$ cat config.mk
export PLATFORM = sky130hd
export DESIGN_NAME = ysyx_22050019_axi_rd_arbiter
export DESIGN_NICKNAME = d
export VERILOG_FILES = /design/src/rtl/ysyx_22050019_axi_pkg.sv /design/src/rtl/ysyx_22050019_arb2.sv /design/src/rtl/ysyx_22050019_axi_rd_arbiter.sv
export SDC_FILE = /design/constraint.sdc
export NUM_CORES = 1
export LEC_CHECK = 0
export CAP_MARGIN = 20
export CORE_AREA = 2 2 133 135
export DETAILED_ROUTE_END_ITERATION = 10
export DIE_AREA = 0 0 135 137
export GPL_TIMING_DRIVEN = 0
export PLACE_DENSITY = 0.58
export SYNTH_ARGS = -nofsm -noshare
export SYNTH_HDL_FRONTEND = slang
export SYNTH_HIERARCHICAL = 1
export SYNTH_SLANG_ARGS = --single-unit
export TNS_END_PERCENT = 10
$ cat constraint.sdc
create_clock -name clk -period 1.2 [get_ports clk]
set_input_delay 0.12 -clock clk [delete_from_list [all_inputs] [get_ports clk]]
set_output_delay 0.12 -clock clk [all_outputs]
set_load 0.01 [all_outputs]
$ cat src/rtl/ysyx_22050019_axi_pkg.sv
// ysyx_22050019_axi_pkg: AXI read-channel encodings and the arbiter's state
// and grant enums, shared by the read arbiter and its pick sub-module.
package ysyx_22050019_axi_pkg;

  localparam logic [1:0] RESP_OKAY   = 2'b00;
  localparam logic [1:0] RESP_EXOKAY = 2'b01;
  localparam logic [1:0] RESP_SLVERR = 2'b10;
  localparam logic [1:0] RESP_DECERR = 2'b11;

  localparam logic [1:0] BURST_INCR  = 2'b01;
  localparam logic [2:0] SIZE_8B     = 3'b011;

  typedef enum logic [1:0] {
    S_IDLE = 2'b00,
    S_AR   = 2'b01,
    S_R    = 2'b10
  } arb_state_e;

  typedef enum logic {
    GNT_IC = 1'b0,
    GNT_DC = 1'b1
  } grant_e;

endpackage

$ cat src/rtl/ysyx_22050019_arb2.sv
// ysyx_22050019_arb2: two-way pick between the icache and dcache requests.
// With YSYX_22050019_ARB_ROUND_ROBIN_EN defined a tie goes to the requester
// that did not win the last accepted AR; otherwise dcache always wins a tie.
module ysyx_22050019_arb2
  import ysyx_22050019_axi_pkg::*;
(
  input  logic   clk,
  input  logic   rst,
  input  logic   ic_req,
  input  logic   dc_req,
  input  logic   win_accept,  // the current grant's AR was taken by the bus
  input  grant_e win_grant,   // grant that was taken
  output grant_e pick
);

`ifdef YSYX_22050019_ARB_ROUND_ROBIN_EN
  grant_e last_grant_r;

  // Remember which requester won the most recently accepted AR
  always_ff @(posedge clk) begin
    if (rst) begin
      last_grant_r <= GNT_IC;
    end else if (win_accept) begin
      last_grant_r <= win_grant;
    end else begin
      last_grant_r <= last_grant_r;
    end
  end

  // On a tie favour the requester that was not served last
  always_comb begin
    pick = GNT_IC;
    if (ic_req && dc_req) begin
      if (last_grant_r == GNT_IC) begin
        pick = GNT_DC;
      end else begin
        pick = GNT_IC;
      end
    end else if (dc_req) begin
      pick = GNT_DC;
    end else begin
      pick = GNT_IC;
    end
  end
`else
  logic unused_rr_s;
  assign unused_rr_s = ^{clk, rst, ic_req, win_accept, logic'(win_grant)};

  // Fixed priority: dcache wins whenever it is requesting
  always_comb begin
    pick = GNT_IC;
    if (dc_req) begin
      pick = GNT_DC;
    end else begin
      pick = GNT_IC;
    end
  end
`endif

endmodule

$ cat src/rtl/ysyx_22050019_axi_rd_arbiter.sv
// ysyx_22050019_axi_rd_arbiter: shares one AXI4 AR/R channel pair between the
// icache and dcache refill ports. One transaction at a time; the grant is held
// from arbitration until the r_last beat is accepted. Tie-break policy is set
// by YSYX_22050019_ARB_ROUND_ROBIN_EN (undefined: dcache has fixed priority).
module ysyx_22050019_axi_rd_arbiter
  import ysyx_22050019_axi_pkg::*;
#(
  parameter int          ADDR_WIDTH = 32,
  parameter int          DATA_WIDTH = 64,
  parameter int          LEN_WIDTH  = 8,
  parameter int          ID_WIDTH   = 4,
  parameter int unsigned IC_ID      = 0,
  parameter int unsigned DC_ID      = 1
)(
  input  logic                  clk,
  input  logic                  rst,
  input  logic                  ic_ar_valid_i,
  output logic                  ic_ar_ready_o,
  input  logic [ADDR_WIDTH-1:0] ic_ar_addr_i,
  input  logic [LEN_WIDTH-1:0]  ic_ar_len_i,
  output logic                  ic_r_valid_o,
  input  logic                  ic_r_ready_i,
  output logic [1:0]            ic_r_resp_o,
  output logic                  ic_r_last_o,
  output logic [DATA_WIDTH-1:0] ic_r_data_o,
  input  logic                  dc_ar_valid_i,
  output logic                  dc_ar_ready_o,
  input  logic [ADDR_WIDTH-1:0] dc_ar_addr_i,
  input  logic [LEN_WIDTH-1:0]  dc_ar_len_i,
  output logic                  dc_r_valid_o,
  input  logic                  dc_r_ready_i,
  output logic [1:0]            dc_r_resp_o,
  output logic                  dc_r_last_o,
  output logic [DATA_WIDTH-1:0] dc_r_data_o,
  output logic                  m_ar_valid_o,
  input  logic                  m_ar_ready_i,
  output logic [ADDR_WIDTH-1:0] m_ar_addr_o,
  output logic [LEN_WIDTH-1:0]  m_ar_len_o,
  output logic [2:0]            m_ar_size_o,
  output logic [1:0]            m_ar_burst_o,
  output logic [ID_WIDTH-1:0]   m_ar_id_o,
  input  logic                  m_r_valid_i,
  output logic                  m_r_ready_o,
  input  logic [1:0]            m_r_resp_i,
  input  logic                  m_r_last_i,
  input  logic [DATA_WIDTH-1:0] m_r_data_i
);

  localparam logic [ID_WIDTH-1:0] IC_ID_C = ID_WIDTH'(IC_ID);
  localparam logic [ID_WIDTH-1:0] DC_ID_C = ID_WIDTH'(DC_ID);

  arb_state_e            state_r, state_s;
  grant_e                grant_r, grant_s, pick_s;
  logic [ADDR_WIDTH-1:0] addr_r, addr_s;
  logic [LEN_WIDTH-1:0]  len_r, len_s;
  logic [ID_WIDTH-1:0]   id_r, id_s;
  logic                  ar_fire_s;
  logic                  r_done_s;

  ysyx_22050019_arb2 u_arb2 (
    .clk        (clk),
    .rst        (rst),
    .ic_req     (ic_ar_valid_i),
    .dc_req     (dc_ar_valid_i),
    .win_accept (ar_fire_s),
    .win_grant  (grant_r),
    .pick       (pick_s)
  );

  assign ar_fire_s    = (state_r == S_AR) && m_ar_ready_i;
  assign r_done_s     = (state_r == S_R) && m_r_valid_i && m_r_ready_o && m_r_last_i;
  assign m_ar_valid_o = (state_r == S_AR);
  assign m_ar_addr_o  = addr_r;
  assign m_ar_len_o   = len_r;
  assign m_ar_id_o    = id_r;
  assign m_ar_size_o  = SIZE_8B;
  assign m_ar_burst_o = BURST_INCR;

  // Next state: arbitrate and latch the winner's AR in idle, r_last ends the burst
  always_comb begin
    state_s = state_r;
    grant_s = grant_r;
    addr_s  = addr_r;
    len_s   = len_r;
    id_s    = id_r;
    case (state_r)
      S_IDLE: begin
        if (ic_ar_valid_i || dc_ar_valid_i) begin
          state_s = S_AR;
          grant_s = pick_s;
          if (pick_s == GNT_DC) begin
            addr_s = dc_ar_addr_i;
            len_s  = dc_ar_len_i;
            id_s   = DC_ID_C;
          end else begin
            addr_s = ic_ar_addr_i;
            len_s  = ic_ar_len_i;
            id_s   = IC_ID_C;
          end
        end else begin
          state_s = S_IDLE;
        end
      end
      S_AR: begin
        if (ar_fire_s) begin
          state_s = S_R;
        end else begin
          state_s = S_AR;
        end
      end
      S_R: begin
        if (r_done_s) begin
          state_s = S_IDLE;
        end else begin
          state_s = S_R;
        end
      end
      default: state_s = S_IDLE;
    endcase
  end

  // State, grant and latched AR fields
  always_ff @(posedge clk) begin
    if (rst) begin
      state_r <= S_IDLE;
      grant_r <= GNT_IC;
      addr_r  <= {ADDR_WIDTH{1'b0}};
      len_r   <= {LEN_WIDTH{1'b0}};
      id_r    <= {ID_WIDTH{1'b0}};
    end else begin
      state_r <= state_s;
      grant_r <= grant_s;
      addr_r  <= addr_s;
      len_r   <= len_s;
      id_r    <= id_s;
    end
  end

  // Route AR ready and the R channel to the granted requester only
  always_comb begin
    ic_ar_ready_o = 1'b0;
    dc_ar_ready_o = 1'b0;
    m_r_ready_o   = 1'b0;
    ic_r_valid_o  = 1'b0;
    ic_r_resp_o   = 2'b00;
    ic_r_last_o   = 1'b0;
    ic_r_data_o   = {DATA_WIDTH{1'b0}};
    dc_r_valid_o  = 1'b0;
    dc_r_resp_o   = 2'b00;
    dc_r_last_o   = 1'b0;
    dc_r_data_o   = {DATA_WIDTH{1'b0}};
    case (state_r)
      S_AR: begin
        if (grant_r == GNT_DC) begin
          dc_ar_ready_o = m_ar_ready_i;
        end else begin
          ic_ar_ready_o = m_ar_ready_i;
        end
      end
      S_R: begin
        if (grant_r == GNT_DC) begin
          m_r_ready_o  = dc_r_ready_i;
          dc_r_valid_o = m_r_valid_i;
          dc_r_resp_o  = m_r_resp_i;
          dc_r_last_o  = m_r_last_i;
          dc_r_data_o  = m_r_data_i;
        end else begin
          m_r_ready_o  = ic_r_ready_i;
          ic_r_valid_o = m_r_valid_i;
          ic_r_resp_o  = m_r_resp_i;
          ic_r_last_o  = m_r_last_i;
          ic_r_data_o  = m_r_data_i;
        end
      end
      default: m_r_ready_o = 1'b0;
    endcase
  end

endmodule
# After elaboration in Yosys (flattened, before gate mapping)
# Cells that the tools add are included.
classes:
  n_mux: 30
  eq_ne: 2
  n_reduce_logical: 7
ops:
  columns: ["cell", "n"]
  rows:
  - ["64-bit 2-to-1 mux", 4]
  - ["32-bit 2-to-1 mux", 1]
  - ["1-bit 2-to-1 mux", 17]
  - ["2-bit 2-to-1 mux", 6]
  - ["8-bit 2-to-1 mux", 1]
  - ["2-bit case mux with 3 select lines", 1]
  - ["1-bit logical AND", 4]
  - ["2-bit by 1-bit == test with 1-bit output (second input constant)", 1]
  - ["2-bit == test (second input constant)", 1]
  - ["2-bit zero test", 1]
  - ["2-bit AND reduction", 1]
  - ["1-bit logical OR", 1]
totals:
  input_bits: 155
  out_inout_bits: 189
  regBits: 47
  wordCells: 44

# Logic depth before layout (Yosys ltp)
depth:
  ltp_word: 6
  mapped_depth: 6
  ltp_nobuf: 3

# Modules after synthesis
# The synthesis kept the hierarchy.
modules_own_cells:
  columns: ["module", "cells_each", "instances", "area_per_inst_um2", "seq_area_each_um2"]
  rows:
  - ["ysyx_22050019_axi_rd_arbiter", 371, 1, 3214.3, 860.8]
  - ["ysyx_22050019_arb2", 1, 1, 7.5, 0.0]

# Least setup slack after synthesis
# Ideal clock, no wire load.
synth_timing:
  path_kind: "reg-to-output"
  start: "reg grant_r"
  end: "out dc_r_data_o[44]"
  slack_ns: -0.069
  t_required_ns: 1.080
  n_path_buf: 2
  arrival_time_ns: 1.149
  path_stages_with_launch: 6
  path_cell_list: "dfxtp_1 -> inv_1 -> nor2_2 -> clkbuf_2 -> clkbuf_2 -> and2_1"
synth_via:
  elab_chain_len: 2
synth_rtl:
  columns: ["item", "line_no", "rtl"]
  rows:
  - ["from (decl)", "ysyx_22050019_axi_rd_arbiter.sv:53", "grant_e grant_r, grant_s, pick_s;"]
  - ["from (signal assigned)", "ysyx_22050019_axi_rd_arbiter.sv:132", "grant_r <= grant_s;"]
  - ["64-bit 2-to-1 mux", "ysyx_22050019_axi_rd_arbiter.sv:161", "if (grant_r == GNT_DC) begin"]
  - ["64-bit 2-to-1 mux", "ysyx_22050019_axi_rd_arbiter.sv:152", "case (state_r)"]
  - ["to (decl)", "ysyx_22050019_axi_rd_arbiter.sv:34", "output logic [DATA_WIDTH-1:0] dc_r_data_o,"]
# Every way passes these cells.

# Worst setup path in the final report
layout_timing:
  start: "reg state_r[0]"
  end: "out dc_r_data_o[57]"
layout_via:
  elab_chain_len: 2
layout_rtl:
  columns: ["item", "line_no", "rtl"]
  rows:
  - ["from (decl)", "ysyx_22050019_axi_rd_arbiter.sv:52", "arb_state_e state_r, state_s;"]
  - ["from (signal assigned)", "ysyx_22050019_axi_rd_arbiter.sv:131", "state_r <= state_s;"]
  - ["2-bit == test", "ysyx_22050019_axi_rd_arbiter.sv:152", null]
  - ["64-bit 2-to-1 mux", "ysyx_22050019_axi_rd_arbiter.sv:152", null]
# Every way passes these cells.

==> impl_metrics.csv <==
group,metric,value,unit
final_layout,layout-drive-gt1-share,43.4,%
global_route,antenna_found_initial,2,
die,die_h,137,um
cts,cts_sinks,43,
yosys,syn_area,3220,um2
global_route,grt_pass1_vias,4136,
global_route,grt_max_degree,13,
global_route,grt_use_total,16.4,%
die,rows,48,
sta,setup_viol,181,
final_layout,instances_no_fill,973,
final_layout,final_cell_mix,"clkdlybuf4s50_1, and2_1, buf_2",
die,io_pins,344,
cts,cts_root_buffer,"clkbuf_16",
final_layout,final_common_cell,"clkdlybuf4s50_1",
flow_run,drv_cap,0,
worst_hold_path,min_path_type,"input pin to flip-flop",
die,coreArea,17100,um2
place,post-place-ws,-889,ps
route,vias,4048,
place,dp_cells,936,
route,firstDrtPassIters,4,
place,gp_congestion,0.792,
route,avgViaCountPerCell,4.16,
die,die_area,18500,um2
die,die_x,135,um
sta,max_freq,579,MHz
cts,cts_buffers,5,
run_status,status,"finished with violations",
sta,rsz0062_at_grt,"yes",
pwr,p_leak,0.00350,uW
route,post_drt_wl_per_cell,17.0,um
critical_path,start_kind,"flip-flop",
critical_path,crit_type,"flip-flop to primary output",
critical_path,required,1080,ps
sta,worst_clock_skew,2.85,ps
global_route,grt_pass1_wl,23600,um
yosys,syn_avg_cell_area,8.67,um2
pwr,max-vdd-ir-drop,0.485,mV
sta,tightest_slew,698,ps
die,start_util,18.9,%
final_layout,final_cell_area,7370,um2
yosys,netlist_instances,371,
sta,hold_viol_final,0,
yosys,ys_warn_count,6,
sta,fin_ws,-528,ps
critical_path,endpoint_kind,"primary output",
route,routed_wl,16500,um
route,drt_iter0_drc,122,
cts,cts_max_level,2,
sta,slew_viol_final,0,
critical_path,crit_arrival,1610,ps
place,dp.final_hpwl,13300,um
cts,clkLatencyLatePin,280,ps
final_layout,fillers,1734,
sta,finalCriticalPeriod,1730,ps
global_route,gr-total-overflow,0,
critical_path,critPathMaxFanout,7,
route,drc_errors,0,
route,ant_nets,0,
sta,whs,280,ps
sta,fin_tns_setup,-63830,ps
place,port_buffers,334,
final_layout,antenna_cells,0,
run_status,violations,"setup timing",
sta,finalCritPeriodShare,144,%
sta,slew_headroom,53.4,%
cts,cts_max_path_buffers,2,
critical_path,rrSetupSlack,-200,ps
final_layout,final_net_count,902,
cts,clkSlewWorstSetupHoldPaths,60,ps
final_layout,layout-area-overhead-vs-synth,129,%
place,dpl_cell_area,6930,um2
cts,cts_tree,"yes",
pwr,p_per_area,730,nW/um2
-- state kept, by name, summed over array words and instances (netlist names) --
register	count
m_ar_addr_o	32
m_ar_len_o	8
state_r	2
grant_r	1
-- stage by stage --
stage | total power [uW] | utilization (%)
floorplan | 2700 | -
global placement | 3920 | 40.6
detailed placement | 3960 | 40.6
CTS | 5360 | 41.6
global route | 5650 | 43.2
finish | 5380 | 43.2
-- worst max-delay path: stages, from the launching register on --
cell      delay [ps]
dfxtp_2          320
nand2b_4         160
nor2_4           210
buf_6            130
buf_8            120
clkbuf_8         140
and2_4           140
buf_6            100
-- worst paths after layout --
path,start,endpoint,cells past startpoint
hold / removal,rst,m_ar_len_o[3],2
setup reg to reg,state_r[0],m_ar_addr_o[31],6
hold reg to reg,m_ar_addr_o[14],m_ar_addr_o[14],2
setup / recovery,state_r[0],dc_r_data_o[57],7
-- area by class of cell --
type                       count  area (um2)  share of cell area, %
timing repair buffer         363        3310                   44.9
buffer                        48         479                   6.50
multi-input combinational    285        2270                   30.8
sequential                    43         870                   11.8
tap                          225         282                   3.82
clock buffer                   8         156                   2.12
inverter                       1        3.75                 0.0509
-- metal layers --
layer	part of all wire (%)	vias to the layer above	track usage [%]
li1	-	1994	-
met1	40	1880	20.1
met2	52	152	29.4
met3	6.4	18	3.93
met4	1.1	4	2.89
met5	0.16	-	0
-- what timing repair did --
item	CTS	global route
endpoints found under the setup margin	223	182
buffers inserted	16	6
pin swaps	61	12
gates resized for setup	734	80
hold buffers	0	0
gates cloned	6	1
-- where the power goes --
part	switching (uW)	internal [uW]
Combinational	973	1260
Clock	555	887
Sequential	96.4	1610
(Power assumes the default switching activity.)
